## src/rtl/ifetch_unit.sv

```systemverilog
// Instruction-fetch front end: owns the PC, fetches over a req/ack handshake into a small queue,
// and feeds the IF/ID register. Define FETCH_STATS_EN to add fetchCount/flushCount outputs.
module ifetch_unit #(
    parameter logic [31:0] RESET_PC = 32'h0000_0000,
    parameter int          QDEPTH   = 2
) (
    input  logic        clk,
    input  logic        rst_n,
    input  logic        loadad,
    input  logic        redirect,
    input  logic [31:0] redirectPc,
    output logic        imemReq,
    output logic [31:0] imemAddr,
    input  logic        imemAck,
    input  logic [31:0] imemData,
    output logic        instValid,
    output logic [31:0] pcNewtoIF,
    output logic [31:0] instoIF
`ifdef FETCH_STATS_EN
    ,
    output logic [31:0] fetchCount,
    output logic [31:0] flushCount
`endif
);

    localparam int AW = $clog2(QDEPTH);
    localparam int CW = AW + 1;
    localparam logic [CW-1:0] DEPTH_C = CW'(QDEPTH);
    localparam logic [31:0]   BUBBLE  = {6'b111111, 26'b0};

    typedef enum logic [1:0] {IDLE, REQ, DROP} state_t;

    state_t         state_q, state_d;
    logic [31:0]    fetch_pc_q, fetch_pc_d;
    logic [31:0]    req_addr_q, req_addr_d;
    logic [CW-1:0]  count_q, count_d;
    logic [AW-1:0]  head_q, head_d;
    logic [AW-1:0]  tail_q, tail_d;
    logic [31:0]    q_pc_q   [QDEPTH];
    logic [31:0]    q_pc_d   [QDEPTH];
    logic [31:0]    q_inst_q [QDEPTH];
    logic [31:0]    q_inst_d [QDEPTH];
    logic           push;
    logic           pop;
    logic [31:0]    redirect_pc_w;

    assign redirect_pc_w = redirectPc & ~32'h3;

    always_comb begin
        state_d    = state_q;
        fetch_pc_d = fetch_pc_q;
        count_d    = count_q;
        head_d     = head_q;
        tail_d     = tail_q;
        q_pc_d     = q_pc_q;
        q_inst_d   = q_inst_q;
        push       = (state_q == REQ) && imemAck && !redirect;
        pop        = (count_q != '0) && !loadad && !redirect;

        // A redirect wins over everything: flush the queue and retarget the PC.
        if (redirect) begin
            count_d    = '0;
            head_d     = '0;
            tail_d     = '0;
            fetch_pc_d = redirect_pc_w;
        end else begin
            if (push) begin
                q_pc_d[tail_q]   = fetch_pc_q + 32'd4;
                q_inst_d[tail_q] = imemData;
                tail_d           = tail_q + 1'b1;
                fetch_pc_d       = fetch_pc_q + 32'd4;
            end
            if (pop) begin
                head_d = head_q + 1'b1;
            end
            count_d = count_q + {{(CW-1){1'b0}}, push} - {{(CW-1){1'b0}}, pop};
        end

        case (state_q)
            IDLE: begin
                if (!redirect && (count_q < DEPTH_C)) begin
                    state_d = REQ;
                end
            end
            REQ: begin
                if (redirect) begin
                    state_d = imemAck ? IDLE : DROP;
                end else if (imemAck) begin
                    state_d = (count_d < DEPTH_C) ? REQ : IDLE;
                end
            end
            DROP: begin
                if (imemAck) begin
                    state_d = IDLE;
                end
            end
            default: state_d = IDLE;
        endcase

        // The outstanding address must stay put while a dropped request drains.
        req_addr_d = (state_d == DROP) ? req_addr_q : fetch_pc_d;
    end

    always_ff @(posedge clk or negedge rst_n) begin
        if (!rst_n) begin
            state_q    <= IDLE;
            fetch_pc_q <= RESET_PC;
            req_addr_q <= RESET_PC;
            count_q    <= '0;
            head_q     <= '0;
            tail_q     <= '0;
            for (int i = 0; i < QDEPTH; i++) begin
                q_pc_q[i]   <= '0;
                q_inst_q[i] <= '0;
            end
        end else begin
            state_q    <= state_d;
            fetch_pc_q <= fetch_pc_d;
            req_addr_q <= req_addr_d;
            count_q    <= count_d;
            head_q     <= head_d;
            tail_q     <= tail_d;
            q_pc_q     <= q_pc_d;
            q_inst_q   <= q_inst_d;
        end
    end

    assign imemReq   = (state_q != IDLE);
    assign imemAddr  = req_addr_q;
    assign instValid = (count_q != '0);
    assign pcNewtoIF = instValid ? q_pc_q[head_q] : 32'h0;
    assign instoIF   = instValid ? q_inst_q[head_q] : BUBBLE;

`ifdef FETCH_STATS_EN
    logic [31:0] fetch_count_q, fetch_count_d;
    logic [31:0] flush_count_q, flush_count_d;

    always_comb begin
        fetch_count_d = fetch_count_q + {31'b0, push};
        flush_count_d = flush_count_q + {31'b0, redirect};
    end

    always_ff @(posedge clk or negedge rst_n) begin
        if (!rst_n) begin
            fetch_count_q <= '0;
            flush_count_q <= '0;
        end else begin
            fetch_count_q <= fetch_count_d;
            flush_count_q <= flush_count_d;
        end
    end

    assign fetchCount = fetch_count_q;
    assign flushCount = flush_count_q;
`endif

endmodule

```

## config.mk

```make
export PLATFORM = sky130hd
export DESIGN_NAME = ifetch_unit
export DESIGN_NICKNAME = d
export VERILOG_FILES = /design/src/rtl/ifetch_unit.sv
export SDC_FILE = /design/constraint.sdc
export NUM_CORES = 1
export LEC_CHECK = 0
export BUFFER_PORTS_ARGS = -buffer_cell sky130_fd_sc_hd__buf_2
export CORE_MARGIN = 2
export CORE_UTILIZATION = 40
export DETAILED_ROUTE_END_ITERATION = 7
export GPL_TIMING_DRIVEN = 0
export PLACE_DENSITY = 0.64
export SETUP_SLACK_MARGIN = 0.3
export SLEW_MARGIN = 20
export SYNTH_ARGS = -nofsm -noshare
export SYNTH_HDL_FRONTEND = slang
export SYNTH_SLANG_ARGS = --single-unit
```

## constraint.sdc

```tcl
create_clock -name clk -period 3.4 [get_ports clk]
set_input_delay 0.34 -clock clk [delete_from_list [all_inputs] [get_ports clk]]
set_output_delay 0.34 -clock clk [all_outputs]
set_load 0.005 [all_outputs]
```

; ---- Yosys cells after proc, flatten, opt, wreduce, memory -nomap -nowiden
; Index checks and enable logic that the tools add are counted.
[op_classes]
addsub = 5
n_lt_le_gt_ge = 5
eq_ne = 3
mux = 26
bitwise_logic = 3
reduce_logical = 14
[ops]
columns = operator, count
row1 = 2-to-1 mux 32 bit, 11
row2 = bitwise mux 64 bit, 2
row3 = adder 32 x 3 -> 32 bit (second input constant), 1
row4 = demux 32 bit (select 1 bit), 1
row5 = 2-to-1 mux 2 bit, 6
row6 = nonzero test 2 bit, 4
row7 = logical AND 1 bit, 6
row8 = one-hot mux 2 bit (3 select lines), 1
row9 = 2-to-1 mux 1 bit, 5
row10 = == test 2 bit (second input constant), 2
row11 = >= comparator 2 bit (second input constant), 2
row12 = less-than comparator 2 bit (second input constant), 2
row13 = NOT 1 -> 2 bit, 2
row14 = adder 1 bit (second input constant), 2
row15 = adder 2 x 1 -> 2 bit, 1
row16 = == test 2 x 1 -> 1 bit (second input constant), 1
row17 = logical NOT 1 bit, 2
row18 = logical NOT 2 bit, 1
row19 = less-than comparator 2 x 1 -> 1 bit (second input constant), 1
row20 = AND reduction 2 bit, 1
row21 = subtractor 2 x 1 -> 2 bit, 1
row22 = NOT 1 bit, 1
[totals]
regBits = 198
input_bits = 69
word_cells = 66

; ---- Depth between registers and ports, before layout
[logic_depth]
word_depth = 12
mapped_depth = 12
mapped_depth_nobuf = 9

; ---- Least setup slack after synthesis
; No wires, ideal clock.
[synth_path]
path_type = in2reg
startpoint = in redirect
endpoint = reg state_q[0]
setup_ps = 88
t_arrival_ps = 2485
required_ps = 3312
setup_slack_ps = 827
stages = 12
path_cell_list = clkbuf_1 > buf_1 > buf_1 > clkbuf_1 > nor3_1 > ha_1 > inv_1 > ha_1 > xnor2_1 > nor2_1 > a31oi_1 > nor3b_1
[synth_via]
elab_chain_len = 10
[synth_lines]
columns = item, line
row1 = start: declaration, 10  ; input logic redirect,
row2 = logical NOT 1 bit, "57, 58"
row3 = logical AND 1 bit, 57  ; push = (state_q == REQ) && imemAck && !redirect;
row4 = adder 2 x 1 -> 2 bit, 76  ; count_d = count_q + {{(CW-1){1'b0}}, push} - {{(CW-1){1'b0}}, pop};
row5 = subtractor 2 x 1 -> 2 bit, 76
row6 = 2-to-1 mux 2 bit (*), 61  ; if (redirect) begin
row7 = net count_d[1], 36  ; logic [CW-1:0] count_q, count_d;
row8 = less-than comparator 2 bit (*), 89  ; state_d = (count_d < DEPTH_C) ? REQ : IDLE;
row9 = 2-to-1 mux 1 bit (*), 89
row10 = 2-to-1 mux 2 bit (*), 88  ; end else if (imemAck) begin
row11 = 2-to-1 mux 2 bit (*), 86  ; if (redirect) begin
row12 = one-hot mux 2 bit (3 select lines) (*), 79  ; case (state_q)
row13 = net state_d[0], 33  ; state_t state_q, state_d;
row14 = end signal: assignment, 117  ; state_q <= state_d;
row15 = end: declaration, 33
; Mark *: on every way through the listed nets, which the timed path passes. The rest lies on a longest branch.
; A chain may end at the register's enable or synchronous reset.

; ---- Worst setup path in the final report
[layout_path]
startpoint = reg head_q
endpoint = out instoIF[3]
[layout_via]
elab_chain_len = 5
[layout_lines]
columns = item, line
row1 = start: declaration, 37  ; logic [AW-1:0] head_q, head_d;
row2 = start signal: assignment, 110  ; head_q <= '0;
row3 = start signal: assignment, 121  ; head_q <= head_d;
row4 = NOT 1 -> 2 bit (not written as such), 132  ; assign instoIF = instValid ? q_inst_q[head_q] : BUBBLE;
row5 = 2-to-1 mux 32 bit (not written as such) (3 in series), 132
row6 = 2-to-1 mux 32 bit, 132
row7 = end: declaration, 18  ; output logic [31:0] instoIF
; Every way passes these cells. The select of a mux whose other input is x is not followed.

==> key figures <==
Run status
  – Outcome: finished clean

Floorplanning
  – Num ports: 167
  – Die H: 158 um
  – Die W: 158 um
  – Starting Density: 0.407
  – Row count: between 50 and 60
  – Core area: 0.0234 sq mm
  – Die Area: 0.0251 sq mm

Timing
  – Hold Vio Cnt, Final: 0
  – Slew headroom: 0.473
  – Hold Worst Slack: approximately 0.1 ns
  – Slew @ Worst Pin: 0.790 ns
  – Final setup vio count: 0
  – Skew final: 0.0163 ns
  – RSZ-0062 raised after global routing: no
  – F_max: 0.342 GHz
  – TNS Setup: 0 ns
  – Final Cycle Share: 0.861
  – Final min period: roughly 3 ns
  – Slew Limit Fails: 0
  – Setup slack after layout: roughly 0.47 ns

Clock tree
  – Clock slew at reported path FFs: roughly 0.080 ns
  – Clock Latency Late Sink: between 0.4 and 0.5 ns
  – H-tree levels: 4
  – CTS tree: yes
  – Root Buffer: clkbuf_16
  – Post-CTS Setup Bufs: 0
  – CTS Buf Count: 17
  – CTS max path bufs: 2
  – CTS sink cnt: 198

Worst setup path
  – Worst path cell trace: clkbuf_1 > buf_1 > mux2i_1 > nor2_1 > buf_2
  – Worst setup SP type: flip-flop
  – Critical path peak fanout: 10
  – CP Data Required Time: approximately 3.1 ns
  – CP peak stage delay: 0.67 ns
  – CP endpoint kind: primary output
  – Setup Crit Path Kind: reg -> out
  – Worst path bufs/invs: 3
  – Cell family with most CP delay: buffers and inverters
  – Critical Path AT: 2.59 ns
  – Crit-path slowest cell: buf_1

Synth
  – Ys async rst share: 1.00
  – Cell variety after synth: 49
  – Mapped Cells: 974
  – Post-synthesis sequential area ratio: 0.520
  – Net Count, Synth: 1046
  – Mapped Area: 0.00952 sq mm
  – Syn avg cell area: 9.78 sq um
  – EDFF count, synth: 0
  – Yosys warns: 0
  – Post-synthesis register bit count: 198
  – Ys flop type: dfrtp_1

Global route
  – Vias in the first global route: 7324
  – GR Overflow Total: 0
  – Largest net degree at the start of global routing: 74
  – Total global-route track usage: 0.208
  – First-pass GRT wire length: 40200 um
  – Initial antenna violation count: 0

Route
  – Vias per Instance: 5.15
  – DRT antenna net count: 0
  – Wire per inst: 17.1 um
  – Via Count: 7679
  – # DRC: 0
  – Final WL: roughly 25000 um
  – Iter 0 DRT Violations: 499
  – Pre-antenna DRT Iters: 6

Run
  – Max Cap Viol: 0

Placed design
  – DPL Wire Length: 18600 um
  – RePlAce Congestion: between 0.8 and 0.9
  – DP Worst Slack: -0.446 ns
  – I/O Buffers: roughly 160
  – Dpl cells: around 1500

Final layout
  – P&R area growth vs syn: 20.3%
  – Ant diodes: 0
  – Fill count: about 2300
  – Reg area: 0.00495 sq mm
  – Final #Nets: between 1000 and 1500
  – Non-filler cells, final: 1492
  – Area of the multi-input gates: 0.00428 sq mm
  – Share of cells above drive strength 1: 0.237

Power and ir drop
  – Leak: roughly 5.3 nW
  – Worst VDD drop: 0.313 mV
  – Power density over the cells: between 500 and 600 mW/mm^2
  – Pwr Total: 0.00670 W

Min path
  – Min-delay worst type: in -> reg
==> timing repair <==
item / CTS / global route
endpoints found under the setup margin: 1 / 8
hold endpoints to repair: 67 / 0
resized for setup: 2 / 5
cloned: 0 / 0
hold buffers: 1 / 0
==> per-layer routing <==
layer,track usage,share of wire
met1,0.305,0.47
met2,0.322,0.47
met3,0.0365,0.049
met4,0.0536,0.016
met5,0,0
==> power by group <==
part | internal [W] | switching, W | total [W]
logic | 0.000607 | 0.000748 | 0.00136
clock network | 0.00114 | 0.00102 | 0.00215
registers | 0.00289 | 0.000302 | 0.00319
==> flip-flops by register name, indices dropped and copies added (netlist names) <==
name        count
count_q         2
fetch_pc_q     32
head_q          1
imemAddr       32
q_inst_q       64
q_pc_q         64
state_q         2
tail_q          1
==> final timing paths <==
check | from | endpoint | slack, ns | depth (start not counted)
setup / recovery | head_q | instoIF[3] | 0.47 | 5
hold / removal | imemData[16] | q_inst_q[48] | 0.1 | 3
setup reg to reg | count_q[1] | state_q[0] | 0.60 | 10
hold reg to reg | q_pc_q[32] | q_pc_q[32] | 0.48 | 2
max in group asynchronous | rst_n | fetch_pc_q[25] | 2.21 | 3
min in group asynchronous | rst_n | imemAddr[10] | 0.42 | 2
==> cells in the final DEF, fill, tap and decap left out, types with 5 or more instances in the layout <==
master,synthesis,routed
nor2b_1,6,6
clkbuf_1,48,46
nand2_1,228,228
buf_1,9,5
mux2i_1,66,66
mux2_2,56,56
o21a_1,5,5
xnor2_1,21,21
o21ai_0,81,81
buf_2,7,171
o221ai_1,10,10
nand3_1,27,27
nor3_1,7,7
nor4_1,7,7
nand4_1,11,11
inv_1,7,7
dfrtp_1,198,198
and3_1,8,8
a21oi_1,7,7
nor2_1,83,83
xor2_1,29,29
clkbuf_16,0,17
a31oi_1,5,5
clkbuf_2,2,7
==> worst reg2reg max path: stages, from the launching register on <==
cell and delay [ns]:
dfrtp_1 0.41, nor2_1 0.61, clkbuf_1 0.50, nor3_1 0.11, ha_1 0.29, inv_1 0.04
ha_1 0.17, xnor2_1 0.17, nor2_1 0.07, a31oi_1 0.16, nor3b_1 0.18
==> cell usage after synthesis (2+ instances only) <==
library cell | count | area share
nor4_1 | 7 | 0.0046
nand4_1 | 11 | 0.0072
a211o_1 | 2 | 0.0018
or2_2 | 2 | 0.0013
o21a_1 | 5 | 0.0039
o211ai_1 | 2 | 0.0016
nor4b_1 | 3 | 0.0028
xor2_1 | 29 | 0.027
buf_1 | 9 | 0.0035
clkbuf_1 | 48 | 0.019
dfrtp_1 | 198 | 0.52
a21oi_1 | 7 | 0.0037
nand3_1 | 27 | 0.014
o21ai_0 | 81 | 0.043
buf_2 | 7 | 0.0037
nor2_1 | 83 | 0.033
a221o_1 | 2 | 0.0021
and3_1 | 8 | 0.0053
ha_1 | 3 | 0.0039
o221ai_1 | 10 | 0.0092
and4_1 | 4 | 0.0037
nor3_1 | 7 | 0.0037
nand2_1 | 228 | 0.090
and2_1 | 4 | 0.0026
clkbuf_2 | 2 | 0.0011
mux2_2 | 56 | 0.066
nand3b_1 | 2 | 0.0016
mux2i_1 | 66 | 0.069
inv_1 | 7 | 0.0028
nor2b_1 | 6 | 0.0039
a31oi_1 | 5 | 0.0033
xnor2_1 | 21 | 0.019
or3_1 | 4 | 0.0026
nand2b_1 | 3 | 0.0020
==> logic make-up (layout without fill, tap and decap cells) <==
logic type | count (synthesis) | in the layout | share of synthesized area
buffers and inverters | 73 | 272 | 0.0300
xor gates and xnor gates | 50 | 50 | 0.0460
adders and majority gates | 3 | 3 | 0.00394
muxes | 122 | 122 | 0.136
AOI/OAI and AO/OA | 118 | 118 | 0.0717
DFF | 198 | 198 | 0.520
and+or+nand+nor | 410 | 410 | 0.193
==> metrics by stage <==
step | utilization | instance area [sq um]
finish | 0.490 | 11500
global route | 0.490 | 11500
CTS | 0.489 | 11500
detailed placement | 0.462 | 10800
global placement | 0.459 | 10700
floorplan | - | 9520
==> area by class of cell <==
cell class	count	area share
Clock buffer	17	0.0371
Tap cell	319	0.0348
Timing Repair Buffer	167	0.0782
Inverter	7	0.00229
Multi-Input combinational cell	703	0.374
Buffer	66	0.0233
Sequential cell	198	0.433
Clock inverter	15	0.0178
No activity file was read; power rests on OpenSTA's default activity.
